===== src/rtl/cram_ld_ctrl_pkg.sv =====
// Shared state encodings and constants for the CRAM load controller.
package cram_ld_ctrl_pkg;

  typedef enum logic [2:0] {
    iNIT_LD,
    sEND_T_ID,
    sEND_F_ID,
    gET_ATTRIB_LD,
    gET_CONFIG_LD,
    aCTIVE_LD,
    dRAIN_LD
  } fsm_ldcore;

  // Doubles as the O_IDNo encoding.
  typedef enum logic [1:0] {
    ID_NONE = 2'd0,
    ID_T    = 2'd1,
    ID_F    = 2'd2
  } fsm_sendids;

  typedef enum logic [1:0] {
    iNIT,
    sET_CONFIG,
    sET_LENGTH,
    sET_STRIDE
  } fsm_config_st;

  localparam int unsigned CFG_CNT_W = 8;

endpackage


===== src/rtl/cram_ld_ctrl_if.sv =====
// Upstream command link, downstream stall and CRAM-side control signals of the load controller.
interface cram_ld_ctrl_if #(
  parameter int unsigned WIDTH_LENGTH = 8
);
  logic                    I_Valid;
  logic                    is_Acq;
  logic                    is_Rls;
  logic                    is_RConfigData;
  logic [WIDTH_LENGTH-1:0] I_Length;
  logic                    I_Nack;

  logic                    O_Nack;
  logic                    O_SendIDs;
  logic [1:0]              O_IDNo;
  logic                    O_Set_ConfigData;
  logic                    O_We_Length;
  logic                    O_We_Stride;
  logic                    O_We_Base;
  logic                    O_Req;
  logic                    O_Valid;
  logic                    O_Sel_Hold;
  logic                    O_We_Hold;
  logic                    O_Acq;
  logic                    O_Rls;
  logic                    O_Trm;

  // master: link/RAM environment; slave: the controller
  modport master (
    output I_Valid, is_Acq, is_Rls, is_RConfigData, I_Length, I_Nack,
    input  O_Nack, O_SendIDs, O_IDNo, O_Set_ConfigData, O_We_Length, O_We_Stride,
           O_We_Base, O_Req, O_Valid, O_Sel_Hold, O_We_Hold, O_Acq, O_Rls, O_Trm
  );

  modport slave (
    input  I_Valid, is_Acq, is_Rls, is_RConfigData, I_Length, I_Nack,
    output O_Nack, O_SendIDs, O_IDNo, O_Set_ConfigData, O_We_Length, O_We_Stride,
           O_We_Base, O_Req, O_Valid, O_Sel_Hold, O_We_Hold, O_Acq, O_Rls, O_Trm
  );
endinterface


===== src/rtl/cram_ld_ctrl_cfg_seq.sv =====
// Config sub-FSM: walks attribute, length, stride and base words and pulses the register write-enables.
module cram_ld_cfg_seq
  import cram_ld_ctrl_pkg::*;
#(
  parameter int unsigned NumWordsLength = 1,
  parameter int unsigned NumWordsStride = 1,
  parameter int unsigned NumWordsBase   = 1
) (
  input  logic clk,
  input  logic rst_n,
  input  logic start_i,
  input  logic valid_i,
  output logic set_config_o,
  output logic we_length_o,
  output logic we_stride_o,
  output logic we_base_o,
  output logic done_o
);

  localparam logic [CFG_CNT_W-1:0] N_LEN = CFG_CNT_W'(NumWordsLength);
  localparam logic [CFG_CNT_W-1:0] N_STR = CFG_CNT_W'(NumWordsStride);
  localparam logic [CFG_CNT_W-1:0] N_BAS = CFG_CNT_W'(NumWordsBase);

  fsm_config_st         state_q, state_d;
  logic [CFG_CNT_W-1:0] cnt_q, cnt_d;

  always_comb begin
    state_d      = state_q;
    cnt_d        = cnt_q;
    set_config_o = 1'b0;
    we_length_o  = 1'b0;
    we_stride_o  = 1'b0;
    we_base_o    = 1'b0;
    done_o       = 1'b0;
    case (state_q)
      iNIT: if (start_i) begin
        set_config_o = 1'b1;
        state_d      = sET_CONFIG;
        cnt_d        = CFG_CNT_W'(1);
      end
      sET_CONFIG: if (valid_i) begin
        if (cnt_q == N_LEN) begin
          we_length_o = 1'b1;
          state_d     = sET_LENGTH;
          cnt_d       = CFG_CNT_W'(1);
        end else begin
          cnt_d = cnt_q + CFG_CNT_W'(1);
        end
      end
      sET_LENGTH: if (valid_i) begin
        if (cnt_q == N_STR) begin
          we_stride_o = 1'b1;
          state_d     = sET_STRIDE;
          cnt_d       = CFG_CNT_W'(1);
        end else begin
          cnt_d = cnt_q + CFG_CNT_W'(1);
        end
      end
      sET_STRIDE: if (valid_i) begin
        if (cnt_q == N_BAS) begin
          we_base_o = 1'b1;
          done_o    = 1'b1;
          state_d   = iNIT;
        end else begin
          cnt_d = cnt_q + CFG_CNT_W'(1);
        end
      end
      default: state_d = iNIT;
    endcase
  end

  always_ff @(posedge clk or negedge rst_n) begin
    if (!rst_n) begin
      state_q <= iNIT;
      cnt_q   <= '0;
    end else begin
      state_q <= state_d;
      cnt_q   <= cnt_d;
    end
  end

endmodule


===== src/rtl/cram_ld_ctrl.sv =====
// CRAM load-sequence controller: takes a load command, forwards IDs, then streams CRAM reads with
// Acq/Rls framing under downstream back-pressure, using a one-word hold register.
module cram_ld_ctrl
  import cram_ld_ctrl_pkg::*;
#(
  parameter int unsigned WIDTH_LENGTH   = 8,
  parameter int unsigned NumWordsLength = 1,
  parameter int unsigned NumWordsStride = 1,
  parameter int unsigned NumWordsBase   = 1
) (
  input logic           clock,
  input logic           reset,
  cram_ld_ctrl_if.slave bus
);

  localparam int unsigned CW = WIDTH_LENGTH + 1;

  fsm_ldcore     state_q, state_d;
  logic [CW-1:0] cnt_q, cnt_d, outcnt_q, outcnt_d;
  logic          flight_q, hold_q, hold_d;
  logic [CW-1:0] len;
  logic          pipe_empty, cfg_start, cfg_done;
  fsm_sendids    id_no;
  logic          send_ids, req, valid, sel_hold, we_hold, acq, rls, trm, nack;

  assign len        = {1'b0, bus.I_Length};
  assign pipe_empty = ~flight_q & ~hold_q;

  cram_ld_cfg_seq #(
    .NumWordsLength(NumWordsLength),
    .NumWordsStride(NumWordsStride),
    .NumWordsBase  (NumWordsBase)
  ) u_cfg (
    .clk         (clock),
    .rst_n       (reset),
    .start_i     (cfg_start),
    .valid_i     (bus.I_Valid),
    .set_config_o(bus.O_Set_ConfigData),
    .we_length_o (bus.O_We_Length),
    .we_stride_o (bus.O_We_Stride),
    .we_base_o   (bus.O_We_Base),
    .done_o      (cfg_done)
  );

  always_comb begin
    state_d   = state_q;
    cnt_d     = cnt_q;
    outcnt_d  = outcnt_q;
    hold_d    = hold_q;
    cfg_start = 1'b0;
    id_no     = ID_NONE;
    send_ids  = 1'b0;
    req       = 1'b0;
    valid     = 1'b0;
    sel_hold  = 1'b0;
    we_hold   = 1'b0;
    acq       = 1'b0;
    rls       = 1'b0;
    trm       = 1'b0;
    nack      = 1'b0;

    // Read-data path; flight/hold are only ever set in aCTIVE_LD/dRAIN_LD.
    if (hold_q) begin
      sel_hold = 1'b1;
      valid    = ~bus.I_Nack;
      if (!bus.I_Nack) hold_d = 1'b0;
    end else if (flight_q) begin
      valid = ~bus.I_Nack;
      if (bus.I_Nack) begin
        we_hold = 1'b1;
        hold_d  = 1'b1;
      end
    end
    if (valid) outcnt_d = outcnt_q + CW'(1);

    case (state_q)
      iNIT_LD: if (bus.I_Valid && bus.is_Acq) state_d = sEND_T_ID;
      sEND_T_ID: begin
        id_no    = ID_T;
        send_ids = ~bus.I_Nack;
        if (!bus.I_Nack) state_d = sEND_F_ID;
      end
      sEND_F_ID: begin
        id_no    = ID_F;
        send_ids = ~bus.I_Nack;
        if (!bus.I_Nack) state_d = gET_ATTRIB_LD;
      end
      gET_ATTRIB_LD: if (bus.I_Valid && bus.is_RConfigData) begin
        cfg_start = 1'b1;
        state_d   = gET_CONFIG_LD;
      end
      gET_CONFIG_LD: if (cfg_done) begin
        state_d  = aCTIVE_LD;
        cnt_d    = '0;
        outcnt_d = '0;
      end
      aCTIVE_LD: begin
        nack = 1'b1;
        acq  = valid && (outcnt_q == '0);
        if (cnt_q == len && pipe_empty) begin
          trm     = 1'b1;
          rls     = (len == '0);
          state_d = iNIT_LD;
        end else if (bus.is_Rls) begin
          // Abort wins over any request this cycle; data in flight loses its Rls marker.
          state_d = dRAIN_LD;
        end else begin
          rls = valid && (outcnt_q == len - CW'(1));
          req = ~bus.I_Nack && ~hold_q && (cnt_q < len);
          if (req) cnt_d = cnt_q + CW'(1);
        end
      end
      dRAIN_LD: begin
        nack = 1'b1;
        acq  = valid && (outcnt_q == '0);
        if (pipe_empty) begin
          rls     = 1'b1;
          trm     = 1'b1;
          state_d = iNIT_LD;
        end
      end
      default: state_d = iNIT_LD;
    endcase
  end

  always_ff @(posedge clock or negedge reset) begin
    if (!reset) begin
      state_q  <= iNIT_LD;
      cnt_q    <= '0;
      outcnt_q <= '0;
      flight_q <= 1'b0;
      hold_q   <= 1'b0;
    end else begin
      state_q  <= state_d;
      cnt_q    <= cnt_d;
      outcnt_q <= outcnt_d;
      flight_q <= req;
      hold_q   <= hold_d;
    end
  end

  assign bus.O_Nack     = nack;
  assign bus.O_SendIDs  = send_ids;
  assign bus.O_IDNo     = id_no;
  assign bus.O_Req      = req;
  assign bus.O_Valid    = valid;
  assign bus.O_Sel_Hold = sel_hold;
  assign bus.O_We_Hold  = we_hold;
  assign bus.O_Acq      = acq;
  assign bus.O_Rls      = rls;
  assign bus.O_Trm      = trm;

endmodule

===== src/flat_wrapper.sv =====
// flat-port wrapper written by rule: the top's interface ports become plain ports
module cram_ld_ctrl_flat import cram_ld_ctrl_pkg::*;
#(
  parameter int unsigned WIDTH_LENGTH   = 8,
  parameter int unsigned NumWordsLength = 1,
  parameter int unsigned NumWordsStride = 1,
  parameter int unsigned NumWordsBase   = 1
)
  (clock, reset, bus_I_Valid, bus_is_Acq, bus_is_Rls, bus_is_RConfigData, bus_I_Length, bus_I_Nack, bus_O_Nack, bus_O_SendIDs, bus_O_IDNo, bus_O_Set_ConfigData, bus_O_We_Length, bus_O_We_Stride, bus_O_We_Base, bus_O_Req, bus_O_Valid, bus_O_Sel_Hold, bus_O_We_Hold, bus_O_Acq, bus_O_Rls, bus_O_Trm);
  cram_ld_ctrl_if #(.WIDTH_LENGTH(WIDTH_LENGTH)) bus_i ();
  input logic clock;
  input logic reset;
  input wire logic [$bits(bus_i.I_Valid)-1:0] bus_I_Valid;
  input wire logic [$bits(bus_i.is_Acq)-1:0] bus_is_Acq;
  input wire logic [$bits(bus_i.is_Rls)-1:0] bus_is_Rls;
  input wire logic [$bits(bus_i.is_RConfigData)-1:0] bus_is_RConfigData;
  input wire logic [$bits(bus_i.I_Length)-1:0] bus_I_Length;
  input wire logic [$bits(bus_i.I_Nack)-1:0] bus_I_Nack;
  output wire logic [$bits(bus_i.O_Nack)-1:0] bus_O_Nack;
  output wire logic [$bits(bus_i.O_SendIDs)-1:0] bus_O_SendIDs;
  output wire logic [$bits(bus_i.O_IDNo)-1:0] bus_O_IDNo;
  output wire logic [$bits(bus_i.O_Set_ConfigData)-1:0] bus_O_Set_ConfigData;
  output wire logic [$bits(bus_i.O_We_Length)-1:0] bus_O_We_Length;
  output wire logic [$bits(bus_i.O_We_Stride)-1:0] bus_O_We_Stride;
  output wire logic [$bits(bus_i.O_We_Base)-1:0] bus_O_We_Base;
  output wire logic [$bits(bus_i.O_Req)-1:0] bus_O_Req;
  output wire logic [$bits(bus_i.O_Valid)-1:0] bus_O_Valid;
  output wire logic [$bits(bus_i.O_Sel_Hold)-1:0] bus_O_Sel_Hold;
  output wire logic [$bits(bus_i.O_We_Hold)-1:0] bus_O_We_Hold;
  output wire logic [$bits(bus_i.O_Acq)-1:0] bus_O_Acq;
  output wire logic [$bits(bus_i.O_Rls)-1:0] bus_O_Rls;
  output wire logic [$bits(bus_i.O_Trm)-1:0] bus_O_Trm;
  assign bus_i.I_Valid = bus_I_Valid;
  assign bus_i.is_Acq = bus_is_Acq;
  assign bus_i.is_Rls = bus_is_Rls;
  assign bus_i.is_RConfigData = bus_is_RConfigData;
  assign bus_i.I_Length = bus_I_Length;
  assign bus_i.I_Nack = bus_I_Nack;
  assign bus_O_Nack = bus_i.O_Nack;
  assign bus_O_SendIDs = bus_i.O_SendIDs;
  assign bus_O_IDNo = bus_i.O_IDNo;
  assign bus_O_Set_ConfigData = bus_i.O_Set_ConfigData;
  assign bus_O_We_Length = bus_i.O_We_Length;
  assign bus_O_We_Stride = bus_i.O_We_Stride;
  assign bus_O_We_Base = bus_i.O_We_Base;
  assign bus_O_Req = bus_i.O_Req;
  assign bus_O_Valid = bus_i.O_Valid;
  assign bus_O_Sel_Hold = bus_i.O_Sel_Hold;
  assign bus_O_We_Hold = bus_i.O_We_Hold;
  assign bus_O_Acq = bus_i.O_Acq;
  assign bus_O_Rls = bus_i.O_Rls;
  assign bus_O_Trm = bus_i.O_Trm;
  cram_ld_ctrl #(.WIDTH_LENGTH(WIDTH_LENGTH), .NumWordsLength(NumWordsLength), .NumWordsStride(NumWordsStride), .NumWordsBase(NumWordsBase)) u_core (.clock(clock), .reset(reset), .bus(bus_i));
endmodule

===== config.mk =====
export PLATFORM = sky130hd
export DESIGN_NAME = cram_ld_ctrl_flat
export DESIGN_NICKNAME = d
export VERILOG_FILES = /design/src/rtl/cram_ld_ctrl_pkg.sv /design/src/rtl/cram_ld_ctrl_if.sv /design/src/rtl/cram_ld_ctrl_cfg_seq.sv /design/src/rtl/cram_ld_ctrl.sv /design/src/flat_wrapper.sv
export SDC_FILE = /design/constraint.sdc
export NUM_CORES = 1
export LEC_CHECK = 0
export ABC_AREA = 1
export CAP_MARGIN = 20
export CORE_ASPECT_RATIO = 1.2
export CORE_MARGIN = 2
export CORE_UTILIZATION = 57
export DETAILED_ROUTE_END_ITERATION = 8
export GPL_ROUTABILITY_DRIVEN = 0
export PLACE_DENSITY = 0.91
export SLEW_MARGIN = 20
export SYNTH_ARGS = -nofsm -noshare
export SYNTH_HDL_FRONTEND = slang
export SYNTH_SLANG_ARGS = --single-unit

===== constraint.sdc =====
create_clock -name clock -period 1.9 [get_ports clock]
set_input_delay 0.38 -clock clock [delete_from_list [all_inputs] [get_ports clock]]
set_output_delay 0.38 -clock clock [all_outputs]
set_load 0.05 [all_outputs]

==> out/summary.md, run 1 <==
The clock tree synthesis step divided the H-tree into 2 levels. Counting every instance in the synthesized netlist gives 407. When the netlist entered floorplanning its net count stood at 440. The cell area that synthesis handed to floorplanning was 0.00274 sq mm. The width of the chip is 67.3 microns, and the register bit count reported by yosys is 33. Buffers placed on the I/O ports in this run total 29. In the global-route stage, repair_timing last flagged the worst endpoint as bus_O_Rls. The average instance in the mapped netlist occupies 6.73 sq um.

The clock root buffer is sky130_fd_sc_hd__clkbuf_8. The sequential share of the synthesized area is 30.1%. For the starting utilization of the core area, the log shows 59.6%.

The tools report the number of buffers between clock root and the deepest sink as 2. The number of warnings printed during yosys synthesis came out at 0. The unique cell type count in the Yosys netlist is 37. The flow stopped in global routing. The clock drives 33 sinks. The floorplan step set the die height to 80.0 microns. The kind of the worst endpoint was an output port.

The first error in the log reads "[ERROR GRT-0232] Routing congestion too high. Check the congestion heatmap in the GUI". Global routing consumed, over all layers together, 62.8% of the routing resources. The flow did not finish. I/O pin count: 30.

The TritonCTS buffer count came out at 5. The run gives 34 as the largest net degree at the start of global routing. The remaining global-route overflow was 1. The run gives 27 as the standard-cell row count.

After detailed placement, the total cell area comes to 0.00361 sq mm. The minimum setup slack after placement came out at -0.683 ns. The wire-length estimate of the detail-placed layout is 6250 microns.
[Yosys cell counts]
cell | n | share of area, %
sky130_fd_sc_hd__a211oi_1 | 1 | 0.27
sky130_fd_sc_hd__a21o_1 | 1 | 0.27
sky130_fd_sc_hd__a21oi_1 | 3 | 0.55
sky130_fd_sc_hd__buf_2 | 1 | 0.18
sky130_fd_sc_hd__clkinv_4 | 1 | 0.32
sky130_fd_sc_hd__dfrtp_1 | 33 | 30
sky130_fd_sc_hd__ha_1 | 18 | 8.2
sky130_fd_sc_hd__inv_1 | 59 | 8.1
sky130_fd_sc_hd__inv_2 | 6 | 0.82
sky130_fd_sc_hd__inv_4 | 1 | 0.23
sky130_fd_sc_hd__nand2_1 | 110 | 15
sky130_fd_sc_hd__nand2_2 | 4 | 0.91
sky130_fd_sc_hd__nand2_4 | 1 | 0.41
sky130_fd_sc_hd__nand3_1 | 43 | 7.9
sky130_fd_sc_hd__nand3_2 | 2 | 0.73
sky130_fd_sc_hd__nand3_4 | 1 | 0.64
sky130_fd_sc_hd__nand3b_1 | 2 | 0.55
sky130_fd_sc_hd__nand4_1 | 11 | 2.5
sky130_fd_sc_hd__nand4_2 | 2 | 0.91
sky130_fd_sc_hd__nor2_1 | 54 | 7.4
sky130_fd_sc_hd__nor2_2 | 3 | 0.69
sky130_fd_sc_hd__nor2_4 | 2 | 0.82
sky130_fd_sc_hd__nor2_8 | 1 | 0.73
sky130_fd_sc_hd__nor3_1 | 6 | 1.1
sky130_fd_sc_hd__nor3_4 | 1 | 0.59
sky130_fd_sc_hd__nor3b_1 | 2 | 0.55
sky130_fd_sc_hd__nor4b_1 | 1 | 0.32
sky130_fd_sc_hd__o211ai_1 | 1 | 0.27
sky130_fd_sc_hd__o21a_1 | 3 | 0.82
sky130_fd_sc_hd__o21ai_0 | 8 | 1.5
sky130_fd_sc_hd__o21ai_1 | 9 | 1.6
sky130_fd_sc_hd__o22ai_1 | 1 | 0.23
sky130_fd_sc_hd__o22ai_2 | 1 | 0.46
sky130_fd_sc_hd__o31ai_1 | 1 | 0.27
sky130_fd_sc_hd__or2_2 | 2 | 0.46
sky130_fd_sc_hd__xnor2_1 | 2 | 0.64
sky130_fd_sc_hd__xor2_1 | 9 | 2.9
[routing by layer]
layer,GRT overflow,track usage (%)
met1,0,59.5
met2,1,83.2
met3,0,48.4
met4,0,57.1
met5,0,17.0
[kinds of logic after synthesis]
family                     synth area share [%]
adders and majority gates                  8.22
buffers and inverters                      9.63
and+or+nand+nor                            42.2
xor gates and xnor gates                   3.52
DFF                                        30.1
AOI/OAI and AO/OA                          6.26
[what timing repair did]
| action | CTS |
|---|---|
| setup buffers | 15 |
| endpoints found under the setup margin | 22 |
| pin swaps | 22 |
| resized for setup | 52 |
| hold buffers | 0 |
| endpoints found under the hold margin | 0 |
[stage by stage]
stage,cells,setup TNS (ns)
3_3_place_gp,534,-6.64
3_5_place_dp,534,-7.47
4_1_cts,557,-1.10
2_1_floorplan,407,-0.517
==> run 2: changes to the inputs <==
CORE_ASPECT_RATIO = default   (was 1.2)
CORE_UTILIZATION = 40   (was 57)
PLACE_DENSITY = default   (was 0.91)
PLACE_DENSITY_LB_ADDON = 0.15   (was default)
==> out/summary.md, run 2 <==
The tools report the maximum clock skew at final layout as 0.0136 ns. Along the worst path, the maximum fanout reaches 3. The run gives 0 as the number of remaining DRC errors. The tools report the final worst setup slack as -0.328 ns. The width of the chip is 86.8 microns (+29%). Clock tree synthesis selected as its root buffer the cell sky130_fd_sc_hd__clkbuf_8.

The worst setup path is launched from a flop. The tools report the TritonCTS buffer count as 5 (unchanged). By area the synthesized netlist is led by sky130_fd_sc_hd__dfrtp_1 30%, sky130_fd_sc_hd__nand2_1 15%, sky130_fd_sc_hd__ha_1 8.2%. TritonCTS built the clock tree. The share of total power dissipated in the clock network is 11.4%.

The fraction of synthesized cell area taken by the top area cell type came out at 30.1% (unchanged). Classification of the worst-slack hold path: flop to flop. Number of levels in the clock H-tree: 2 (unchanged). The post-synthesis instance area was 0.00274 sq mm (unchanged). The run gives 2,796 as the via count of the first global-routing pass. The count of port buffers added during placement works out to 29 (unchanged).

Power spread over the standard cell area amounts to 1110 mW/mm^2. sky130_fd_sc_hd__dfrtp_1 takes more of the synthesized area than any other cell. Dividing the detail-routed wire length by the instance count gives 12.9 microns. The logs give 70.4% for the worst slew slack as a fraction of its limit and 0 for the number of hold violations in the final report. For the net count after synthesis, the log shows 440 (unchanged).

For this run, the number of standard cells in the final layout without fillers is 586. The final reports fail on setup timing. The count of vias placed by the detailed router was 2,879; the number of instances in the synthesized netlist was 407 (unchanged).

Using the TritonRoute via totals, the vias-per-cell ratio works out to 4.91. The reg-to-reg critical path startpoint is u_core.cnt_q[6]. The per-instance average area after synthesis is 6.73 sq um (unchanged), and the number of max-cap violations is 0. The area of the placeable core is 0.00672 sq mm. The final layout contains 537 nets. The tools report the placed instance count as 559 (+4.7%). In this run the worst setup path terminates at bus_O_Rls.

The post-layout minimum cycle time came out at 2.23 ns. The worst setup path is captured at an output port. The minimum setup slack after placement is -0.633 ns (+0.0502 ns). The number of synthesized flops with an enable pin was 0 (unchanged). Setup violations remaining at the end of the flow were counted as 14. The sink count of the clock tree is 33 (unchanged), and the number of warnings printed during yosys synthesis is 0 (unchanged). The tools report the critical path required time as 1.52 ns. The flow ran to the end, but the final reports show violations. The commonest non-fill, non-tap cell in the layout is sky130_fd_sc_hd__nand2_1. The run gives 30 (+11%) as the standard-cell row count.

For this design the static power due to leakage is 2.05 nW. For the initial antenna violation count, the log shows 1. Fraction of layout cells with a size suffix above 1: 34.1%. Fill cells in the final layout number 598. Combinational logic is responsible for 63.2% of the overall power.

Summed over all nets, the switching power comes to 0.00223 W. The post-synthesis to final-layout area growth is 51.6%, and the latest clock arrival within the worst-skew pair is 0.29 ns. Share of synthesized flip-flops with an asynchronous set or reset: 100% (unchanged). For this run, the detailed router's first-pass iteration total came to 4. The unique cell type count in the Yosys netlist was 37 (unchanged); the worst-case vdd ir drop was 993 uV. The number of pins with negative max-slew slack in the final report is 0, and the number of routed nets with antenna violations is 0. The tools report the internal power consumption as 0.00237 W. Among all flip-flop cells after synthesis, the most frequent one is sky130_fd_sc_hd__dfrtp_1. Walking the worst path, the cells encountered are ha_4, nand2_4, nor2_4, nand4_1, o22ai_4, o21ai_2, nand2_2, buf_12. The sequential share of the synthesized area is 30.1% (unchanged), and the remaining global-route overflow is 0. The largest individual stage delay along the critical path comes from the cell sky130_fd_sc_hd__dfrtp_1. The period utilization was 117%. The cell depth of the worst flop-to-flop path works out to 12. The sequential group share of total power came out at 25.4%. In this run the worst setup path begins at u_core.cnt_q[6]. For the worst setup path, the data arrival time is 1.85 ns.

Setup repair after global routing could not meet its margin everywhere. For the worst-case register-to-register setup slack, the log shows -0.05 ns. In this run the critical register-to-register path is captured at u_core.cnt_q[1]. The number of buffers between clock root and the deepest sink came out at 2 (unchanged). The die outline height came out at 86.8 microns (+8.5%). The critical path class was flop to output port. Across all hold checks on the routed design, the worst slack comes to 0.494 ns. Clock-pin slew was measured on the worst setup and hold paths at 0.08 ns. The initial DRC count is 125, and the largest net degree at the start of global routing is 34.

The commonest cells after synthesis are 110 x sky130_fd_sc_hd__nand2_1, 59 x sky130_fd_sc_hd__inv_1, 54 x sky130_fd_sc_hd__nor2_1. The starting utilization of the core area came out at 40.8% (-19 points). The slew at the pin with the worst max-slew slack is 0.445 ns. The total wire length was 7550 microns; the switching share of total power was 48.5%. Timing would allow up to 449 MHz. The largest registers in the layout are u_core.cnt_q (9), u_core.outcnt_q (9), u_core.u_cfg.cnt_q (8). Global routing used 20.9% of the available tracks. By instance count, the leading cell after synthesis is sky130_fd_sc_hd__nand2_1. The die covers 0.00753 sq mm. The tools report the I/O pin count as 30 (unchanged).

In the layout the commonest cells are 101 x sky130_fd_sc_hd__nand2_1, 61 x sky130_fd_sc_hd__buf_4, 45 x sky130_fd_sc_hd__inv_1. The first-pass GRT wire length came out at 12,600 microns. The final HPWL from detailed placement is 5410 microns (-13%), and the delay of the slowest cell on the worst path is 0.42 ns. The register bit count reported by yosys works out to 33 (unchanged).
run 2: cell counts after synthesis:
No cell type changed its count.
run 2: logic make-up after synthesis:
logic type / Yosys count / synth area share [%]
DFF: 33 / 30.1
and+or+nand+nor: 248 / 42.2
adders and majority gates: 18 / 8.22
AOI/OAI and AO/OA: 29 / 6.26
buffers and inverters: 68 / 9.63
xor gates and xnor gates: 11 / 3.52
run 2: timing repair:
action / CTS / global route
gates resized for setup: 57 / 26
hold buffers: 0 / 0
gates cloned: 0 / 0
setup buffers: 11 / 11
pin swaps: 20 / 15
endpoints found under the setup margin: 20 / 21
run 2: routing by layer:
| metal | vias to the layer above | part of all wire (%) | GRT usage, % | wire length (microns) |
|---|---|---|---|---|
| li1 | 1501 | - | - | - |
| met2 | 54 | 47 | 33.4 | 3560 |
| met4 | 0 | 0.74 | 4.83 | 56 |
| met1 | 1318 | 48 | 29.1 | 3610 |
| met5 | - | 0 | 0 | 0 |
| met3 | 6 | 4.4 | 4.57 | 333 |
run 2: how the worst min path moves through the flow:
stage          depth (start not counted)  slack, ns                    end                   from
2_1_floorplan                          0       0.08        u_core.cnt_q[0]                  reset
3_3_place_gp                           1       0.48  u_core.u_cfg.cnt_q[4]  u_core.u_cfg.cnt_q[4]
3_5_place_dp                           1       0.48  u_core.u_cfg.cnt_q[4]  u_core.u_cfg.cnt_q[4]
4_1_cts                                1       0.50  u_core.u_cfg.cnt_q[4]  u_core.u_cfg.cnt_q[4]
5_1_grt                                2       0.52  u_core.u_cfg.cnt_q[6]                  reset
6_report                               1       0.49  u_core.u_cfg.cnt_q[4]  u_core.u_cfg.cnt_q[4]
run 2: critical path, delay by kind of cell (launching register included):
family | cells | cell delay, ns
buf+inv | 1 | 0.14
fa+ha+maj | 1 | 0.31
flops | 1 | 0.42
compound gates | 2 | 0.24
simple gates | 4 | 0.44
run 2: power by group through the flow:
stage	registers [W]	clock network [W]	logic (W)
after floorplan	0.00111	0	0.00168
after global placement	0.00114	0	0.00244
after detailed placement	0.00115	0	0.00247
after CTS	0.00115	0.000545	0.00272
after global routing	0.00120	0.000583	0.00320
final	0.00117	0.000525	0.00290
run 2: layout make-up:
class | instances | area, sq um | share of cell area [%]
Antenna cell | 1 | 2.50 | 0.0602
Clock buffer | 5 | 68.8 | 1.66
Clock inverter | 3 | 17.5 | 0.422
Inverter | 67 | 264 | 6.36
Multi-Input combinational cell | 306 | 1980 | 47.6
Sequential cell | 33 | 831 | 20.0
Tap cell | 80 | 100 | 2.41
Timing Repair Buffer | 91 | 895 | 21.5
run 2: metrics by stage:
step                util [%]  cell area, sq um  TNS, ns  power [W]
CTS                     59.5              4000    -1.04    0.00441
finish                  61.8              4150    -1.41    0.00460
global placement        54.6              3670    -7.65    0.00359
detailed placement      54.6              3670    -7.57    0.00362
global route            61.8              4150    -2.69    0.00498
floorplan                  -              2800   -0.517    0.00279
Note: power is estimated with default switching activity, not from simulation.
==> run 3: changes to the inputs <==
CAP_MARGIN = default   (was 20)
==> results of run 3 <==
No change in the layout: final DEF, timing and power equal those of run 2.
==> run 4: changes to the inputs <==
SLEW_MARGIN = 30   (was 20)
clock period = 2.4 ns   (was 1.9 ns; I/O delays follow)
==> out/summary.md, run 4 (synthesis gave the netlist of run 2 again) <==
For the number of pins with negative max-slew slack in the final report, the log shows 0 (unchanged). The slew at the pin with the worst max-slew slack was 0.513 ns (+0.0679 ns); the via count of the first global-routing pass was 2,620 (-6.3%). The slowest cell on the critical path was sky130_fd_sc_hd__dfrtp_2. The net count reported at finish was 514 (-4.3%). The cell sitting at the root of the clock tree is a sky130_fd_sc_hd__clkbuf_8.

For the total met3 wirelength after detailed routing, the log shows 274 microns (-18%). The critical path class is flop to output port. Walking the worst path, the cells encountered are ha_4, nand2_4, nor2_4, nand4_1, o22ai_4, o21ai_2, nand2_2, buf_12. The run gives 1.92 nW (-6.4%) as the leakage power figure. The fraction of layout cells with a size suffix above 1 is 26.6% (-7.5 points), and the count of port buffers added during placement is 29 (unchanged). Area of combinational cells with multiple inputs: 0.00185 sq mm (-6.5%). The peak fanout along the critical path is 4 (+1). In the final layout, the registers with the most flip-flops are u_core.cnt_q (9), u_core.outcnt_q (9), u_core.u_cfg.cnt_q (8). The cell depth of the worst flop-to-flop path was 13 (+1); the routed wire length per instance was 12.8 microns (-0.38%). The number of optimization iterations in the first detailed-route pass was 4 (unchanged). The classification of the worst-slack hold path was flop to flop. The number of max-cap violations is 0 (unchanged), and the area of the placeable core is 0.00672 sq mm (unchanged). The tools report the end of the worst register-to-register path as u_core.cnt_q[7]. The run gives 5 (unchanged) as the TritonCTS buffer count.

The post-layout minimum cycle time was 2.36 ns; the width of the chip was 86.8 microns (unchanged). The number of buffers between clock root and the deepest sink was 2 (unchanged). The library cell used most frequently in the layout, excluding fill and tap cells, is sky130_fd_sc_hd__nand2_1. In the layout the commonest cells are 104 x sky130_fd_sc_hd__nand2_1, 51 x sky130_fd_sc_hd__inv_1, 49 x sky130_fd_sc_hd__nor2_1. The largest net degree at the start of global routing was 34 (unchanged); the period utilization was 98.2%. The startpoint identified for the worst register-to-register timing path is u_core.cnt_q[0]. TritonCTS built the clock tree. Broken down by cell family, the worst path's largest delay share belongs to flip-flops. The run gives 33 (unchanged) as the sink count of the clock tree. The total of fill cells in the finished design came out at 656 (+9.7%). The signal arrival time at the worst endpoint is 1.88 ns (+0.03 ns), and the met2 wire length is 3350 microns (-5.9%).

Worst slew slack as a fraction of its limit: 65.7% (-4.6 points). The maximum clock skew at final layout was 0.00844 ns (-0.00516 ns); the initial antenna violation count was 0 (-1). For the cell area after layout, the log shows 0.00385 sq mm (-7.4%). First-pass GRT wire length: 12,000 microns (-5.0%). Remaining global-route overflow: 0 (unchanged). Setup repair after global routing could not meet its margin everywhere. The ratio of routed vias to standard cells was 4.86 (-1.1%); the number of hold violations in the final report was 0 (unchanged). Full die area: 0.00753 sq mm (unchanged). The worst setup path is captured at an output port. The run finished with clean final reports. The worst hold path stage count came out at 1 (unchanged).

For the number of inserted diodes, the log shows 0 (-1). For the standard-cell row count, the log shows 30 (unchanged). The run gives 0.00338 W (-27%) as the power after layout. STA classifies the critical path startpoint as a flop. For hold timing, the worst endpoint is u_core.u_cfg.cnt_q[4]. The aggregate global-route resource usage was 20.1% (-0.86 points); the delay of the slowest cell on the worst path was 0.46 ns (+0.04 ns).

The I/O pin count was 30 (unchanged); the initial DRC count was 81 (-35%). The met1 routed wirelength after detailed routing was 3520 microns (-2.3%); the die outline height was 86.8 microns (unchanged). The tools report the number of levels in the clock H-tree as 2 (unchanged). The number of remaining DRC errors is 0 (unchanged).

For the total cell area at the placement stage, the log shows 0.00350 sq mm (-4.6%). Launch instance of the worst min-delay path: u_core.u_cfg.cnt_q[4]. The latest clock arrival within the worst-skew pair was 0.30 ns (about the same). The number of setup violations in the final report is 0 (-14). The cell area power density is 878 mW/mm^2 (-21%), and the maximum operating frequency is 424 MHz.

The tools report the starting utilization of the core area as 40.8% (unchanged). The worst-case vdd ir drop is 603 uV (-39%). The total wire length was 7220 microns (-4.5%). The clock slew at the register clock pins of the worst setup and hold paths came out at 0.08 ns (about the same).

The tools report the count of vias placed by the detailed router as 2,730 (-5.2%). Number of routed nets with antenna violations: 0 (unchanged). The top layer reached by signal wires is met4. The final HPWL from detailed placement is 5530 microns (+2.1%), and the area of all sequential standard cells is 835 sq um (+0.45%).

The critical path required time was 1.92 ns (+0.40 ns); the number of buffer and inverter stages on the critical path was 1 (unchanged). Compared with the post-synthesis result, the final layout area differs by 40.4%. For the worst-case register-to-register setup slack, the log shows 0.52 ns (+0.57 ns).
-- run 4: layout make-up --
class	count	share of cell area (%)
multi-input cells	306	48.0
flip-flops and latches	33	21.7
repair buffers	68	17.9
inverters	67	6.73
well taps	80	2.60
clock buffers	7	2.24
clock inverters	1	0.781
-- run 4: metrics by stage --
| stage | cells | setup WS [ns] | hold slack (ns) | setup TNS, ns | utilization (%) |
|---|---|---|---|---|---|
| floorplan | 407 | 0.000242 | 0.184 | 0 | - |
| global placement | 544 | -0.300 | 0.478 | -1.82 | 52.1 |
| detailed placement | 544 | -0.318 | 0.484 | -1.84 | 52.1 |
| CTS | 554 | 0.00200 | 0.501 | 0 | 55.4 |
| global route | 562 | -0.0308 | 0.525 | -0.0308 | 57.2 |
| finish | 562 | 0.0427 | 0.498 | 0 | 57.2 |
-- run 4: how the worst max path moves through the flow --
stage	startpoint	end	slack, ns	cells after the start
after global routing	u_core.cnt_q[1]	bus_O_Rls	-0.03	8
after floorplan	bus_I_Length[6]	bus_O_Rls	0.0002	8
after global placement	bus_I_Length[5]	bus_O_Rls	-0.30	10
final	u_core.cnt_q[1]	bus_O_Rls	0.04	8
after detailed placement	bus_I_Length[4]	bus_O_Rls	-0.32	10
after CTS	bus_I_Length[2]	bus_O_Rls	0.002	13
-- run 4: repair_timing --
item                       CTS  global route
buffers inserted             2             8
setup endpoints to repair    3             3
hold buffers                 0             0
pin swaps                   15            16
resized for setup           29            32
-- run 4: per-layer routing --
layer,track usage (%),up-vias
met4,5.26,0
met5,0,-
met2,32.8,36
met3,4.19,6
li1,-,1451
met1,27.1,1237
-- run 4: power by group --
group	switching [W]	internal [W]	total, W
registers	0.000220	0.000719	0.000938
logic	0.00117	0.000703	0.00187
clock network	0.000229	0.000339	0.000568
